--- config.mk ---
export PLATFORM = sky130hd
export DESIGN_NAME = ldata_axi_burst_writer
export DESIGN_NICKNAME = d
export VERILOG_FILES = /design/src/rtl/ldata_axi_burst_writer_pkg.sv /design/src/rtl/ldata_axi_burst_writer_burst_len_calc.sv /design/src/rtl/ldata_axi_burst_writer.sv
export SDC_FILE = /design/constraint.sdc
export NUM_CORES = 1
export LEC_CHECK = 0
export CAP_MARGIN = 20
export CORE_ASPECT_RATIO = 0.7
export CORE_MARGIN = 4
export CORE_UTILIZATION = 40
export CTS_BUF_LIST = sky130_fd_sc_hd__clkbuf_8
export DETAILED_ROUTE_END_ITERATION = 12
export GPL_ROUTABILITY_DRIVEN = 0
export HOLD_SLACK_MARGIN = 0.1
export PLACE_DENSITY = 0.68
export SLEW_MARGIN = 20
export SYNTH_ARGS = -nofsm -noshare
export SYNTH_HDL_FRONTEND = slang
export SYNTH_SLANG_ARGS = --single-unit
--- constraint.sdc ---
create_clock -name ap_clk -period 7.2 [get_ports ap_clk]
set_input_delay 1.8 -clock ap_clk [delete_from_list [all_inputs] [get_ports ap_clk]]
set_output_delay 1.8 -clock ap_clk [all_outputs]
set_load 0.05 [all_outputs]
--- src/rtl/ldata_axi_burst_writer_pkg.sv ---
// Shared definitions for the ldata AXI burst writer.
//   - AXI4 constants used on the write channels
//   - FSM state encoding of the burst writer
package pp_axi_pkg;

   localparam logic [2:0] AXSIZE_8B  = 3'd3;
   localparam logic [1:0] BURST_INCR = 2'b01;
   localparam logic [1:0] RESP_OKAY  = 2'b00;

   typedef enum logic [2:0] {
      ST_IDLE,
      ST_CALC,
      ST_ADDR,
      ST_DATA,
      ST_RESP,
      ST_DONE
   } state_e;

endpackage

--- src/rtl/ldata_axi_burst_writer_burst_len_calc.sv ---
// Burst length calculator (purely combinational).
// Ports:
//   addr_lo   in  [11:0]  low 12 bits of the 8-byte aligned burst start address
//   remaining in  [31:0]  words still to be written
//   len       out [31:0]  min(MAX_BURST, remaining, words left before the 4 KB boundary)
module burst_len_calc #(
   parameter int unsigned MAX_BURST = 16
) (
   input  logic [11:0] addr_lo,
   input  logic [31:0] remaining,
   output logic [31:0] len
);

   logic [12:0] bytes_to_4k;
   logic [31:0] words_to_4k;

   always_comb begin
      // addr_lo is 8-byte aligned, so the byte distance is an exact word multiple
      bytes_to_4k = 13'd4096 - {1'b0, addr_lo};
      words_to_4k = {19'd0, bytes_to_4k} >> 3;
      len = 32'(MAX_BURST);
      if (remaining < len) begin
         len = remaining;
      end
      if (words_to_4k < len) begin
         len = words_to_4k;
      end
   end

endmodule

--- src/rtl/ldata_axi_burst_writer.sv ---
// AXI4 burst writer for the packed ldata word stream.
// Pops 64-bit words from a FWFT FIFO and writes them to memory as INCR bursts
// that never cross a 4 KB boundary, one outstanding burst at a time.
// Ports:
//   ap_clk/ap_rst            clock, asynchronous active-high reset
//   ap_start..ap_continue    ap_ctrl_chain block handshake
//   base_addr, num_words     job scalars, sampled when ap_start is accepted
//   ldata_*                  FWFT FIFO read side
//   m_axi_aw*/w*/b*          AXI4 write address, data and response channels
//   err                      sticky error, set by any non-OKAY write response
module ldata_axi_burst_writer
   import pp_axi_pkg::*;
#(
   parameter int unsigned MAX_BURST = 16,
   parameter int unsigned ADDR_W    = 64,
   parameter int unsigned DATA_W    = 64
) (
   input  logic              ap_clk,
   input  logic              ap_rst,
   input  logic              ap_start,
   output logic              ap_done,
   output logic              ap_idle,
   output logic              ap_ready,
   input  logic              ap_continue,
   input  logic [ADDR_W-1:0] base_addr,
   input  logic [31:0]       num_words,
   input  logic [63:0]       ldata_dout,
   input  logic              ldata_empty_n,
   output logic              ldata_read,
   output logic              m_axi_awvalid,
   input  logic              m_axi_awready,
   output logic [ADDR_W-1:0] m_axi_awaddr,
   output logic [7:0]        m_axi_awlen,
   output logic [2:0]        m_axi_awsize,
   output logic [1:0]        m_axi_awburst,
   output logic              m_axi_wvalid,
   input  logic              m_axi_wready,
   output logic [DATA_W-1:0] m_axi_wdata,
   output logic [7:0]        m_axi_wstrb,
   output logic              m_axi_wlast,
   input  logic              m_axi_bvalid,
   output logic              m_axi_bready,
   input  logic [1:0]        m_axi_bresp,
   output logic              err
);

   state_e              state_q, state_d;
   logic [ADDR_W-1:0]   addr_q, addr_d;
   logic [31:0]         remaining_q, remaining_d;
   logic [31:0]         len_q, len_d;
   logic [7:0]          awlen_q, awlen_d;
   logic [31:0]         beat_cnt_q, beat_cnt_d;
   logic                err_q, err_d;
   logic [31:0]         calc_len;
   logic                wvalid_c;

   burst_len_calc #(
      .MAX_BURST (MAX_BURST)
   ) u_len_calc (
      .addr_lo   (addr_q[11:0]),
      .remaining (remaining_q),
      .len       (calc_len)
   );

   // State and datapath registers
   always_ff @(posedge ap_clk or posedge ap_rst) begin
      if (ap_rst) begin
         state_q     <= ST_IDLE;
         addr_q      <= '0;
         remaining_q <= '0;
         len_q       <= '0;
         awlen_q     <= '0;
         beat_cnt_q  <= '0;
         err_q       <= 1'b0;
      end else begin
         state_q     <= state_d;
         addr_q      <= addr_d;
         remaining_q <= remaining_d;
         len_q       <= len_d;
         awlen_q     <= awlen_d;
         beat_cnt_q  <= beat_cnt_d;
         err_q       <= err_d;
      end
   end

   // Next-state and datapath update
   always_comb begin
      state_d     = state_q;
      addr_d      = addr_q;
      remaining_d = remaining_q;
      len_d       = len_q;
      awlen_d     = awlen_q;
      beat_cnt_d  = beat_cnt_q;
      err_d       = err_q;
      case (state_q)
         ST_IDLE: begin
            if (ap_start) begin
               addr_d      = base_addr & ~ADDR_W'(7);
               remaining_d = num_words;
               err_d       = 1'b0;
               state_d     = (num_words == 32'd0) ? ST_DONE : ST_CALC;
            end
         end
         ST_CALC: begin
            len_d      = calc_len;
            awlen_d    = 8'(calc_len - 32'd1);
            beat_cnt_d = calc_len;
            state_d    = ST_ADDR;
         end
         ST_ADDR: begin
            if (m_axi_awready) begin
               state_d = ST_DATA;
            end
         end
         ST_DATA: begin
            if (ldata_empty_n && m_axi_wready) begin
               beat_cnt_d = beat_cnt_q - 32'd1;
               if (beat_cnt_q == 32'd1) begin
                  state_d = ST_RESP;
               end
            end
         end
         ST_RESP: begin
            if (m_axi_bvalid) begin
               if (m_axi_bresp != RESP_OKAY) begin
                  err_d = 1'b1;
               end
               addr_d      = addr_q + (ADDR_W'(len_q) << 3);
               remaining_d = remaining_q - len_q;
               state_d     = (remaining_q != len_q) ? ST_CALC : ST_DONE;
            end
         end
         ST_DONE: begin
            if (ap_continue) begin
               state_d = ST_IDLE;
            end
         end
         default: state_d = ST_IDLE;
      endcase
   end

   // Outputs decode from the registered state only, so an asynchronous reset
   // drops every valid and the FIFO pop in the same cycle.
   always_comb begin
      ap_idle       = (state_q == ST_IDLE) && !ap_start;
      ap_ready      = (state_q == ST_IDLE) && ap_start;
      ap_done       = (state_q == ST_DONE);
      m_axi_awvalid = (state_q == ST_ADDR);
      wvalid_c      = (state_q == ST_DATA) && ldata_empty_n;
      m_axi_wvalid  = wvalid_c;
      ldata_read    = wvalid_c && m_axi_wready;
      m_axi_wlast   = (state_q == ST_DATA) && (beat_cnt_q == 32'd1);
      m_axi_bready  = (state_q == ST_RESP);
   end

   assign m_axi_awaddr  = addr_q;
   assign m_axi_awlen   = awlen_q;
   assign m_axi_awsize  = AXSIZE_8B;
   assign m_axi_awburst = BURST_INCR;
   assign m_axi_wdata   = ldata_dout;
   assign m_axi_wstrb   = 8'hFF;
   assign err           = err_q;

endmodule

== Word level (Yosys, flattened, before mapping) ==
Cells that the tools add are included.

* Flip-flop bits (word level): 172
* Bits in latches: 0
* RAM bits: 0
* ROM bits: 0
* Bits of input ports: 170
* Output and inout port bits: 158
* Word-level logic and storage cells: 67
* Memories kept: 0

* Add/subtract/negate cells: 5
* Multiply operators: 0
* Div/mod/pow operators: 0
* Magnitude comparators: 2
* Eq/ne operators: 14
* Shifts and indexed selects: 0
* Mux-type cells: 23
* Bitwise logic cells: 0
* Reduce and logical (&&, ||, !) cells: 16

{| class="wikitable"
|+ Operators by type and width
! cell !! count
|-
| $mux 32 || 5
|-
| $mux 64 || 2
|-
| $pmux 32 s2 || 2
|-
| $pmux 64 s2 || 1
|-
| $add 64x35->64 || 1
|-
| $eq 32x1->1 const B || 1
|-
| $logic_not 32->1 || 1
|-
| $lt 10x32->1 || 1
|-
| $lt 32x5->1 const B || 1
|-
| $ne 32x32->1 || 1
|-
| $sub 32x1->32 const B || 1
|-
| $sub 32x32->32 || 1
|-
| $mux 3 || 8
|-
| $pmux 3 s6 || 1
|-
| $sub 13x12->13 const A || 1
|-
| $ne 2x2->1 const B || 4
|-
| $sub 8x1->8 const B || 1
|-
| $eq 3x2->1 const B || 2
|-
| $eq 3x3->1 const B || 2
|-
| $logic_and 1x1->1 || 6
|-
| $ne 2x1->1 const B || 3
|-
| $reduce_and 6->1 || 1
|-
| $reduce_bool 2->1 || 3
|-
| $reduce_and 4->1 || 1
|-
| 7 further kinds || 9
|}

== Depth between registers and ports, before layout ==
Gate-level depths: netlist of run 1.

* Depth after elaboration: 5
* Depth in mapped cells: 17
* Gate-level depth less buffers: 16

== Modules after synthesis ==
From an unflattened synthesis of run 1, not the netlist that was laid out.

* Cells, all modules: 1671
* Area, all modules: 13216.4 µm²

{| class="wikitable"
|+ Modules (own cells, without submodules)
! module !! times used !! cells each !! area each (µm²) !! seq. area each (µm²)
|-
| ldata_axi_burst_writer || 1 || 1578 || 12522.0 || 4229.1
|-
| burst_len_calc || 1 || 93 || 694.4 || 0.0
|}

== Least setup slack after synthesis of run 1 ==
No wires, ideal clock.

* Path kind: input port to output port
* Start point: input port ap_start
* End point: output port ap_idle
* Arrival time: 3.316 ns
* Data required time: 5.400 ns
* Path slack: 2.084 ns
* Stages on the path: 1
* Buffers on the path: 0
* Cells stage by stage: nor4_1

* Word-level cells in the longest chain between the ends: 2

{| class="wikitable"
|+ Ends and longest elaborated chain
! item !! RTL line !! text
|-
| from (decl) || ldata_axi_burst_writer.sv:20 || <nowiki>input logic ap_start,</nowiki>
|-
| $logic_not 1->1 || ldata_axi_burst_writer.sv:145 || <nowiki>ap_idle = (state_q == ST_IDLE) && !ap_start;</nowiki>
|-
| $logic_and 1x1->1 || ldata_axi_burst_writer.sv:145 ||
|-
| to (decl) || ldata_axi_burst_writer.sv:22 || <nowiki>output logic ap_idle,</nowiki>
|}

No other way between the ends.

== Worst setup path after layout of run 1 ==
* Start point: input port ldata_empty_n
* End point: output port ldata_read

* Word-level cells in the longest chain between the ends: 2

{| class="wikitable"
|+ Ends and longest elaborated chain
! item !! RTL line !! text
|-
| from (decl) || ldata_axi_burst_writer.sv:28 || <nowiki>input logic ldata_empty_n,</nowiki>
|-
| $logic_and 1x1->1 || ldata_axi_burst_writer.sv:149 || <nowiki>wvalid_c = (state_q == ST_DATA) && ldata_empty_n;</nowiki>
|-
| $logic_and 1x1->1 || ldata_axi_burst_writer.sv:151 || <nowiki>ldata_read = wvalid_c && m_axi_wready;</nowiki>
|-
| to (decl) || ldata_axi_burst_writer.sv:29 || <nowiki>output logic ldata_read,</nowiki>
|}

No other way between the ends.

==> results.cfg, run 1 <==
[outcome]
outcome = finished clean

[sta]
rsz0062_at_grt = false
hold_violations = 0
worst_slew_pin_slew_ns = 0.867
setup_violations = 0
timing.fmax_mhz = 171
period_minus_slack_ns = 5.85
whs_ns = 0.483
slew_viol_final = 0
tns_ns = 0
finalClockSkew_ns = 0.0296
finalCritPeriodShare = 0.813
max-slew-margin-rel = 0.407

[global_route]
antenna_found_initial = 1
grt_max_degree = 170
grt_pass1_wl_mm = 60.8
track_usage = 0.221
overflow = 0
grt_pass1_vias = 11107

[finish]
nets = 1905
utilization = 0.471
syn2layout_area_growth_pct = 16.3
drive_above_1_share = 0.0413

[min_path]
hold_path_depth = 1
worstHoldStart = beat_cnt_q[13]
hold_path_end = beat_cnt_q[13]
hp-class = flop to flop

[synthesis]
synth_edf_count = 0
ys_ff_latch = 169
ys_seq_area_frac = 0.336
synth_warnings = 0
synth_top_cell_by_area = dfrtp_1
synthArstFlopShare = 1.00
yosysUniqueCellTypes = 74
yosysTopAreaCellShare = 0.336
synth_area_leaders = dfrtp_1 34%, ha_1 7.7%, a21oi_1 6.5%
syn_area_sq_um = 12600
syn_inst = 1578
avgSynthCellArea_sq_um = 7.97
ys.flop_type = dfrtp_1

[worst_setup_path]
rr_worst_depth = 14
reg2reg_to = m_axi_awaddr[43]
r2r-start = m_axi_awaddr[3]
crit_chain = clkdlybuf4s50_1 -> nand3_1 -> inv_1 -> clkdlybuf4s50_1
worstPathArrival_ns = 4.05
cp_slowest_cell = clkdlybuf4s50_1
startpoint = ldata_empty_n
worst_path_most_repeated_cell = clkdlybuf4s50_1
slowest_delay_ns = 0.90
path_class = input pin to output pin
crit_path_start_kind = input pin
critPathMaxFanout = 13
cp.required_ns = 5.40
r2r_slack_ns = 2.53
cp-end-kind = output pin

[clock_tree]
postCtsSetupBuffers = 0
cts_max_level = 4
clk_pin_slew_ns = 0.09
worstSkewPairLatency_ns = 0.50
cts-root-buf = clkbuf_8
clock_path_buffers = 2
cts-resized-gates = 0
cts_tree = done
cts_hold_buffers = 0
numCtsBuffers = 17
clock_sinks = 169

[flow_run]
maxCapViolCount = 0

[pwr]
finalPower_mw = 6.43
powerDensity_nw_per_um2 = 440
ir_worst_vdd_mv = 0.253
p_leak_nw = 6.18

[placed_design]
dp_hpwl_mm = 28.1
io_buffers = 180

[drt]
firstDrtPassIters = 5
drc_errors = 0
vias = 11925
drtAntennaViolNets = 0
viasPerCell = 5.71
wl_per_cell_microns = 18.5
drt_iter0_drc = 1010
wl_mm = 38.7

[die]
initial_core_util = 0.405
io_pins = 328
num_rows = 54
die_x_microns = 220
dieArea_sq_um = 34400
core_region_area_sq_um = 31100
fp.dieH_microns = 156
## per-layer routing
metal  GRT usage  vias up  wire, microns
li1            -     5683              -
met1       0.325     5701          18100
met5           0        -             13
met4      0.0541        2            553
met2       0.328      497          16800
met3      0.0543       42           3320
## area by class of cell
type                       count  area [sq um]
antenna                        1          2.50
clock buffer                  18           248
clock inverter                14           139
fill                        3016         16500
inverter                      63           241
multi-input combinational   1215          7330
sequential                   169          4230
tap                          420           526
timing repair buffer         190          1910
## synth_stat cells (22+ instances only)
cell / number
xnor2_1: 37
a21o_1: 33
ha_1: 77
a21oi_1: 164
nand3_1: 42
and3_1: 24
nand2_1: 188
nor3_1: 44
nor4_1: 25
o21ai_0: 119
xor2_1: 29
nor2_1: 141
buf_4: 80
a31oi_1: 22
inv_1: 63
dfrtp_1: 169
clkbuf_1: 59
## worst max path at each step
stage	depth (start not counted)	slack, ns	end
after floorplan	1	0.82	beat_cnt_q[0]
after global placement	4	1.37	ldata_read
after detailed placement	4	1.38	ldata_read
after CTS	4	1.37	ldata_read
after global routing	4	1.25	ldata_read
final	4	1.35	ldata_read
## placed cells by master, fill, tap and decap left out, types with 37 or more instances in the layout
master / netlist / final
dfrtp_1: 169 / 169
nor2_1: 141 / 139
a21oi_1: 164 / 164
ha_1: 77 / 77
nand3_1: 42 / 42
clkdlybuf4s50_1: 0 / 180
xnor2_1: 37 / 37
nor3_1: 44 / 44
inv_1: 63 / 61
nand2_1: 188 / 186
o21ai_0: 119 / 119
## report_power, final
group / switching, mW / leakage (nW) / internal (mW)
logic: 2.54 / 3.89 / 1.48
registers: 0.418 / 2.09 / 1.29
clock network: 0.412 / 0.194 / 0.292
total: 3.37 / 6.18 / 3.06
## metrics by stage
stage / setup slack, ns / cells / cell area (sq um)
2_1_floorplan: 0.825 / 1597 / 12600
3_3_place_gp: 1.37 / 2056 / 14200
3_5_place_dp: 1.38 / 2056 / 14200
4_1_cts: 1.37 / 2088 / 14600
5_1_grt: 1.25 / 2089 / 14600
6_report: 1.35 / 2090 / 14600
## kinds of logic (layout without fill, tap and decap cells)
| family | after synthesis | in the layout | share of synthesized area |
|---|---|---|---|
| AOI/OAI and AO/OA | 465 | 465 | 0.226 |
| xor gates and xnor gates | 66 | 66 | 0.0460 |
| adders and majority gates | 79 | 79 | 0.0798 |
| buffers and inverters | 213 | 285 | 0.0883 |
| DFF | 169 | 169 | 0.336 |
| muxes | 6 | 6 | 0.00498 |
| other | 2 | 22 | 0.000597 |
| and+or+nand+nor | 578 | 578 | 0.218 |
## sequential cells by signal, indices dropped and copies added (netlist names)
name          flops
state_q           3
remaining_q      32
err               1
beat_cnt_q       32
m_axi_awaddr     61
len_q            32
m_axi_awlen       8
## worst max-delay path, delay by kind of cell
| family | cells | cell delay [ns] |
|---|---|---|
| buf+inv | 3 | 1.93 |
| simple gates | 1 | 0.32 |
Note: power is estimated with default switching activity, not from simulation.
==> run 2, diff against run 1 <==
--- a/config.mk
+++ b/config.mk
@@ -13,7 +13,7 @@
 export DETAILED_ROUTE_END_ITERATION = 12
 export GPL_ROUTABILITY_DRIVEN = 0
 export HOLD_SLACK_MARGIN = 0.1
-export PLACE_DENSITY = 0.68
+export PLACE_DENSITY = 0.7
 export SLEW_MARGIN = 20
 export SYNTH_ARGS = -nofsm -noshare
 export SYNTH_HDL_FRONTEND = slang
==> constraint.sdc (replaced) <==
create_clock -name ap_clk -period 4.95 [get_ports ap_clk]
set_input_delay 1.2375 -clock ap_clk [delete_from_list [all_inputs] [get_ports ap_clk]]
set_output_delay 1.2375 -clock ap_clk [all_outputs]
set_load 0.05 [all_outputs]
==> run 2 against run 1 <==
- die area did not move
- register-to-register slack got worse by 1.9 ns
- final cell count rose by 0.38%
- critical path type is now flop to flop
==> results.cfg, run 2 (synthesized netlist as in run 1, its figures left out) <==
[finish]
utilization = 0.473
syn2layout_area_growth_pct = 16.9
drive_above_1_share = 0.0465
multi_input_area_sq_um = 7330
seqCellArea_sq_um = 4230
largest_reg_flops = 61
mostFrequentLayoutCell = nand2_1
nets = 1914
final_cells = 2098
fill_cells = 3020
most-common-layout-cells = 186 x nand2_1, 178 x clkdlybuf4s50_1, 169 x dfrtp_1

[die]
core_region_area_sq_um = 31100
io_pins = 328
dieArea_sq_um = 34400
initial_core_util = 0.405
die_x_microns = 220
fp.dieH_microns = 156
num_rows = 54

[clock_tree]
postCtsSetupBuffers = 0
cts-root-buf = clkbuf_8
clock_path_buffers = 2
worstSkewPairLatency_ns = 0.48
clk_pin_slew_ns = 0.10
cts_max_level = 4
numCtsBuffers = 17
cts-resized-gates = 0
cts_hold_buffers = 0
clock_sinks = 169
cts_tree = done

[sta]
worst_slew_pin_slew_ns = 0.987
hold_violations = 0
timing.fmax_mhz = 230
finalCritPeriodShare = 0.880
max-slew-margin-rel = 0.341
setup_violations = 0
finalClockSkew_ns = 0.0279
rsz0062_at_grt = false
slew_viol_final = 0
tns_ns = 0
period_minus_slack_ns = 4.35

[pwr]
pwr-share-seq = 0.265
p_int_mw = 4.49
p_clk_frac = 0.106
p_leak_nw = 6.21
switching_share = 0.522
powerDensity_nw_per_um2 = 638
combPwrFrac = 0.628
ir_worst_vdd_mv = 0.329
p_switching_mw = 4.90

[drt]
firstDrtPassIters = 5
wl_mm = 39.1
drc_errors = 0
vias = 12017
viasPerCell = 5.73
drtAntennaViolNets = 0
wl_per_cell_microns = 18.6
drt_iter0_drc = 1179

[worst_setup_path]
cp.required_ns = 5.34
critPathMaxFanout = 9
reg2reg_to = m_axi_awaddr[41]
critPathBufInv = 1
cp.depth = 14
rr_worst_depth = 14
r2r_slack_ns = 0.60
worstPathArrival_ns = 4.74
crit_chain = ha_1 -> inv_1 -> fa_1 -> nor2b_1 -> o21a_1 -> o21ai_0 -> a21oi_1 -> o21ai_0 -> a21oi_1 -> a31oi_2 -> o21ai_2 -> nand2_1 -> o41a_1 -> nor3_1
cp-end-kind = flop
slowest_delay_ns = 0.56
startpoint = m_axi_awaddr[3]
cpLargestDelayFamily = compound AO/OA/AOI/OAI gates
cp_slowest_cell = dfrtp_1
cp-endpoint = m_axi_awaddr[41]
r2r-start = m_axi_awaddr[3]
crit_path_start_kind = flop
path_class = flop to flop

[placed_design]
io_buffers = 180
placed_cells = 2066
dp_hpwl_mm = 29.1

[global_route]
grt_max_degree = 81
track_usage = 0.223
antenna_found_initial = 0
grt_pass1_wl_mm = 61.5
grt_pass1_vias = 11129
overflow = 0

[flow_run]
maxCapViolCount = 0

[min_path]
hp-class = flop to flop

[outcome]
outcome = finished clean
==> run 2: worst min path at each step <==
stage	slack (ns)	depth (start not counted)	to	start
floorplan	0.44	1	beat_cnt_q[13]	beat_cnt_q[13]
global placement	0.46	1	beat_cnt_q[13]	beat_cnt_q[13]
detailed placement	0.47	2	m_axi_awlen[0]	m_axi_awlen[0]
CTS	0.49	1	beat_cnt_q[29]	beat_cnt_q[29]
global route	0.51	1	beat_cnt_q[25]	beat_cnt_q[25]
finish	0.49	2	m_axi_awlen[0]	m_axi_awlen[0]
==> run 2: power groups by stage <==
| stage | logic [mW] | clock network (mW) | registers (mW) |
|---|---|---|---|
| 4_1_cts | 5.87 | 1.02 | 2.47 |
| 6_report | 5.90 | 0.995 | 2.49 |
| 3_3_place_gp | 5.71 | 0 | 2.48 |
| 2_1_floorplan | 3.48 | 0 | 3.24 |
| 5_1_grt | 6.45 | 1.08 | 2.56 |
| 3_5_place_dp | 5.84 | 0 | 2.49 |
==> run 2: routing by layer <==
metal,global-route usage,routed length [microns],vias to the layer above,share of wire
met5,0,0,-,0
met4,0.0469,621,0,0.016
met3,0.0536,3360,47,0.086
met2,0.327,16700,506,0.43
met1,0.335,18400,5743,0.47
li1,-,-,5721,-
==> run 2: area by class of cell <==
class	instances	area share
antenna	1	0.000170
clock buffer	19	0.0178
clock inverter	12	0.00809
inverter	63	0.0163
multi-input combinational	1215	0.499
sequential	169	0.288
tap	420	0.0358
timing repair buffer	199	0.135
==> run 2: through the flow <==
| stage | hold WS (ns) | total power [mW] | worst slack [ns] | cell area, sq um |
|---|---|---|---|---|
| 2_1_floorplan | 0.437 | 6.72 | 0.959 | 12600 |
| 3_3_place_gp | 0.457 | 8.20 | 0.696 | 14300 |
| 3_5_place_dp | 0.471 | 8.34 | 0.683 | 14300 |
| 4_1_cts | 0.495 | 9.37 | 0.626 | 14700 |
| 5_1_grt | 0.509 | 10.1 | 0.325 | 14700 |
| 6_report | 0.495 | 9.38 | 0.596 | 14700 |
==> run 2: tightest hold or removal path: cells and delay by family, from the launching register on <==
family / cells / cell delay, ns
simple gates: 2 / 0.11
flops: 1 / 0.36
==> run 3, diff against run 2 <==
--- a/config.mk
+++ b/config.mk
@@ -11,9 +11,9 @@
 export CORE_UTILIZATION = 40
 export CTS_BUF_LIST = sky130_fd_sc_hd__clkbuf_8
 export DETAILED_ROUTE_END_ITERATION = 12
+export DONT_BUFFER_PORTS = 1
 export GPL_ROUTABILITY_DRIVEN = 0
 export HOLD_SLACK_MARGIN = 0.1
-export PLACE_DENSITY = 0.7
 export SLEW_MARGIN = 20
 export SYNTH_ARGS = -nofsm -noshare
 export SYNTH_HDL_FRONTEND = slang
==> run 3 against run 2 <==
- total power is 5.9% lower
- critical path type unchanged
- sequential power increased by 38%
- fmax grew 0.32%
- final cell count down 8.5%
- clock power up 7%
==> results.cfg, run 3 (synthesized netlist as in run 1, its figures left out) <==
[finish]
seqCellArea_sq_um = 4230
utilization = 0.416
largest_reg_flops = 61
mostFrequentLayoutCell = nand2_1
final_cells = 1919
fill_cells = 3176
syn2layout_area_growth_pct = 2.92
nets = 1737
drive_above_1_share = 0.0527
insertedDiodeCount = 0
most-common-layout-cells = 186 x nand2_1, 169 x dfrtp_1, 164 x a21oi_1
multi_input_area_sq_um = 7340

[drt]
wl_mm = 38.7
vias = 11227
firstDrtPassIters = 5
wl_per_cell_microns = 20.2
viasPerCell = 5.85
drtAntennaViolNets = 0
drc_errors = 0
drt_iter0_drc = 904

[pwr]
p_leak_nw = 5.54
ir_worst_vdd_mv = 0.368
p_int_mw = 4.01
p_clk_frac = 0.120
p_switching_mw = 4.81
switching_share = 0.546
powerDensity_nw_per_um2 = 682
combPwrFrac = 0.490
pwr-share-seq = 0.390

[worst_setup_path]
cpLargestDelayFamily = simple AND/OR/NAND/NOR gates
reg2reg_to = m_axi_awlen[4]
rr_worst_depth = 14
crit_path_start_kind = flop
cp_slowest_cell = dfrtp_1
r2r_slack_ns = 0.61
critPathMaxFanout = 10
cp-end-kind = flop
critPathBufInv = 1
path_class = flop to flop
cp.required_ns = 5.38
worstPathArrival_ns = 4.77
r2r-start = m_axi_awaddr[7]
slowest_delay_ns = 0.63
crit_chain = or3_1 -> or3_1 -> nor3_1 -> xnor2_1 -> ha_1 -> nand4_1 -> nor3_1 -> o22a_1 -> inv_1 -> a21oi_1 -> ha_1 -> nand3_1 -> xnor2_1 -> o21ai_0

[clock_tree]
clock_sinks = 169
cts_max_level = 4
cts_tree = done
cts-root-buf = clkbuf_8
cts_hold_buffers = 0
clk_pin_slew_ns = 0.10
worstSkewPairLatency_ns = 0.51
clock_path_buffers = 2
numCtsBuffers = 17
cts-resized-gates = 0
postCtsSetupBuffers = 0

[min_path]
worstHoldStart = beat_cnt_q[13]
hold_path_end = beat_cnt_q[13]
hold_path_depth = 1
hp-class = flop to flop

[placed_design]
dp_hpwl_mm = 28.3
placed_cells = 1889
post-place-ws_ns = 0.743
io_buffers = 0

[die]
fp.dieH_microns = 156
die_x_microns = 220
num_rows = 54
core_region_area_sq_um = 31100
io_pins = 328
dieArea_sq_um = 34400
initial_core_util = 0.405

[sta]
setup_slack_ns = 0.610
rsz0062_at_grt = false
period_minus_slack_ns = 4.34
worst_slew_pin_slew_ns = 1.03
setup_violations = 0
timing.fmax_mhz = 230
max-slew-margin-rel = 0.310
finalCritPeriodShare = 0.877
hold_violations = 0
whs_ns = 0.473
slew_viol_final = 0
finalClockSkew_ns = 0.0202
tns_ns = 0

[global_route]
overflow = 0
grt_pass1_vias = 10542
grt_max_degree = 101
antenna_found_initial = 2
grt_pass1_wl_mm = 60.5
track_usage = 0.224

[flow_run]
maxCapViolCount = 0

[outcome]
outcome = finished clean
-- run 3: cell count changes in the layout (fill, tap and decap cells not counted), sizes merged --
cell,previous run,this run
bufinv,1,2
clkbuf,19,20
clkinv,6,5
clkinvlp,4,3
diode,1,0
clkdlybuf4s50,178,0
inv,64,63
buf,21,22
-- run 3: power by group through the flow --
| stage | registers (mW) | logic (mW) | clock network [mW] |
|---|---|---|---|
| after global routing | 3.52 | 4.87 | 1.14 |
| final | 3.44 | 4.33 | 1.06 |
| after global placement | 3.45 | 4.18 | 0 |
| after floorplan | 3.24 | 3.48 | 0 |
| after detailed placement | 3.46 | 4.28 | 0 |
| after CTS | 3.43 | 4.30 | 1.08 |
-- run 3: worst max-delay path by stage --
stage	from	end	slack, ns	cells past startpoint
final	m_axi_awaddr[7]	m_axi_awlen[4]	0.61	14
after CTS	len_q[0]	m_axi_awaddr[41]	0.69	14
after global routing	m_axi_awaddr[7]	m_axi_awlen[4]	0.31	14
after detailed placement	len_q[0]	m_axi_awaddr[41]	0.74	14
after global placement	len_q[0]	m_axi_awaddr[41]	0.79	14
after floorplan	ap_start	ap_idle	0.96	1
-- run 3: through the flow --
| step | power, mW | instance area (sq um) |
|---|---|---|
| after CTS | 8.82 | 12900 |
| final | 8.83 | 12900 |
| after global routing | 9.53 | 12900 |
| after floorplan | 6.72 | 12600 |
| after detailed placement | 7.74 | 12500 |
| after global placement | 7.63 | 12500 |
-- run 3: per-layer routing --
metal  track usage  wire (microns)
met1         0.327           18700
met4        0.0472             577
met5             0              13
met3        0.0786            3440
met2         0.321           16000
-- run 3: area by class of cell --
| cell class | count | area share |
|---|---|---|
| clock inverters | 10 | 0.00928 |
| flip-flops and latches | 169 | 0.327 |
| multi-input cells | 1215 | 0.567 |
| repair buffers | 22 | 0.0166 |
| well taps | 420 | 0.0406 |
| inverters | 63 | 0.0186 |
| clock buffers | 20 | 0.0213 |
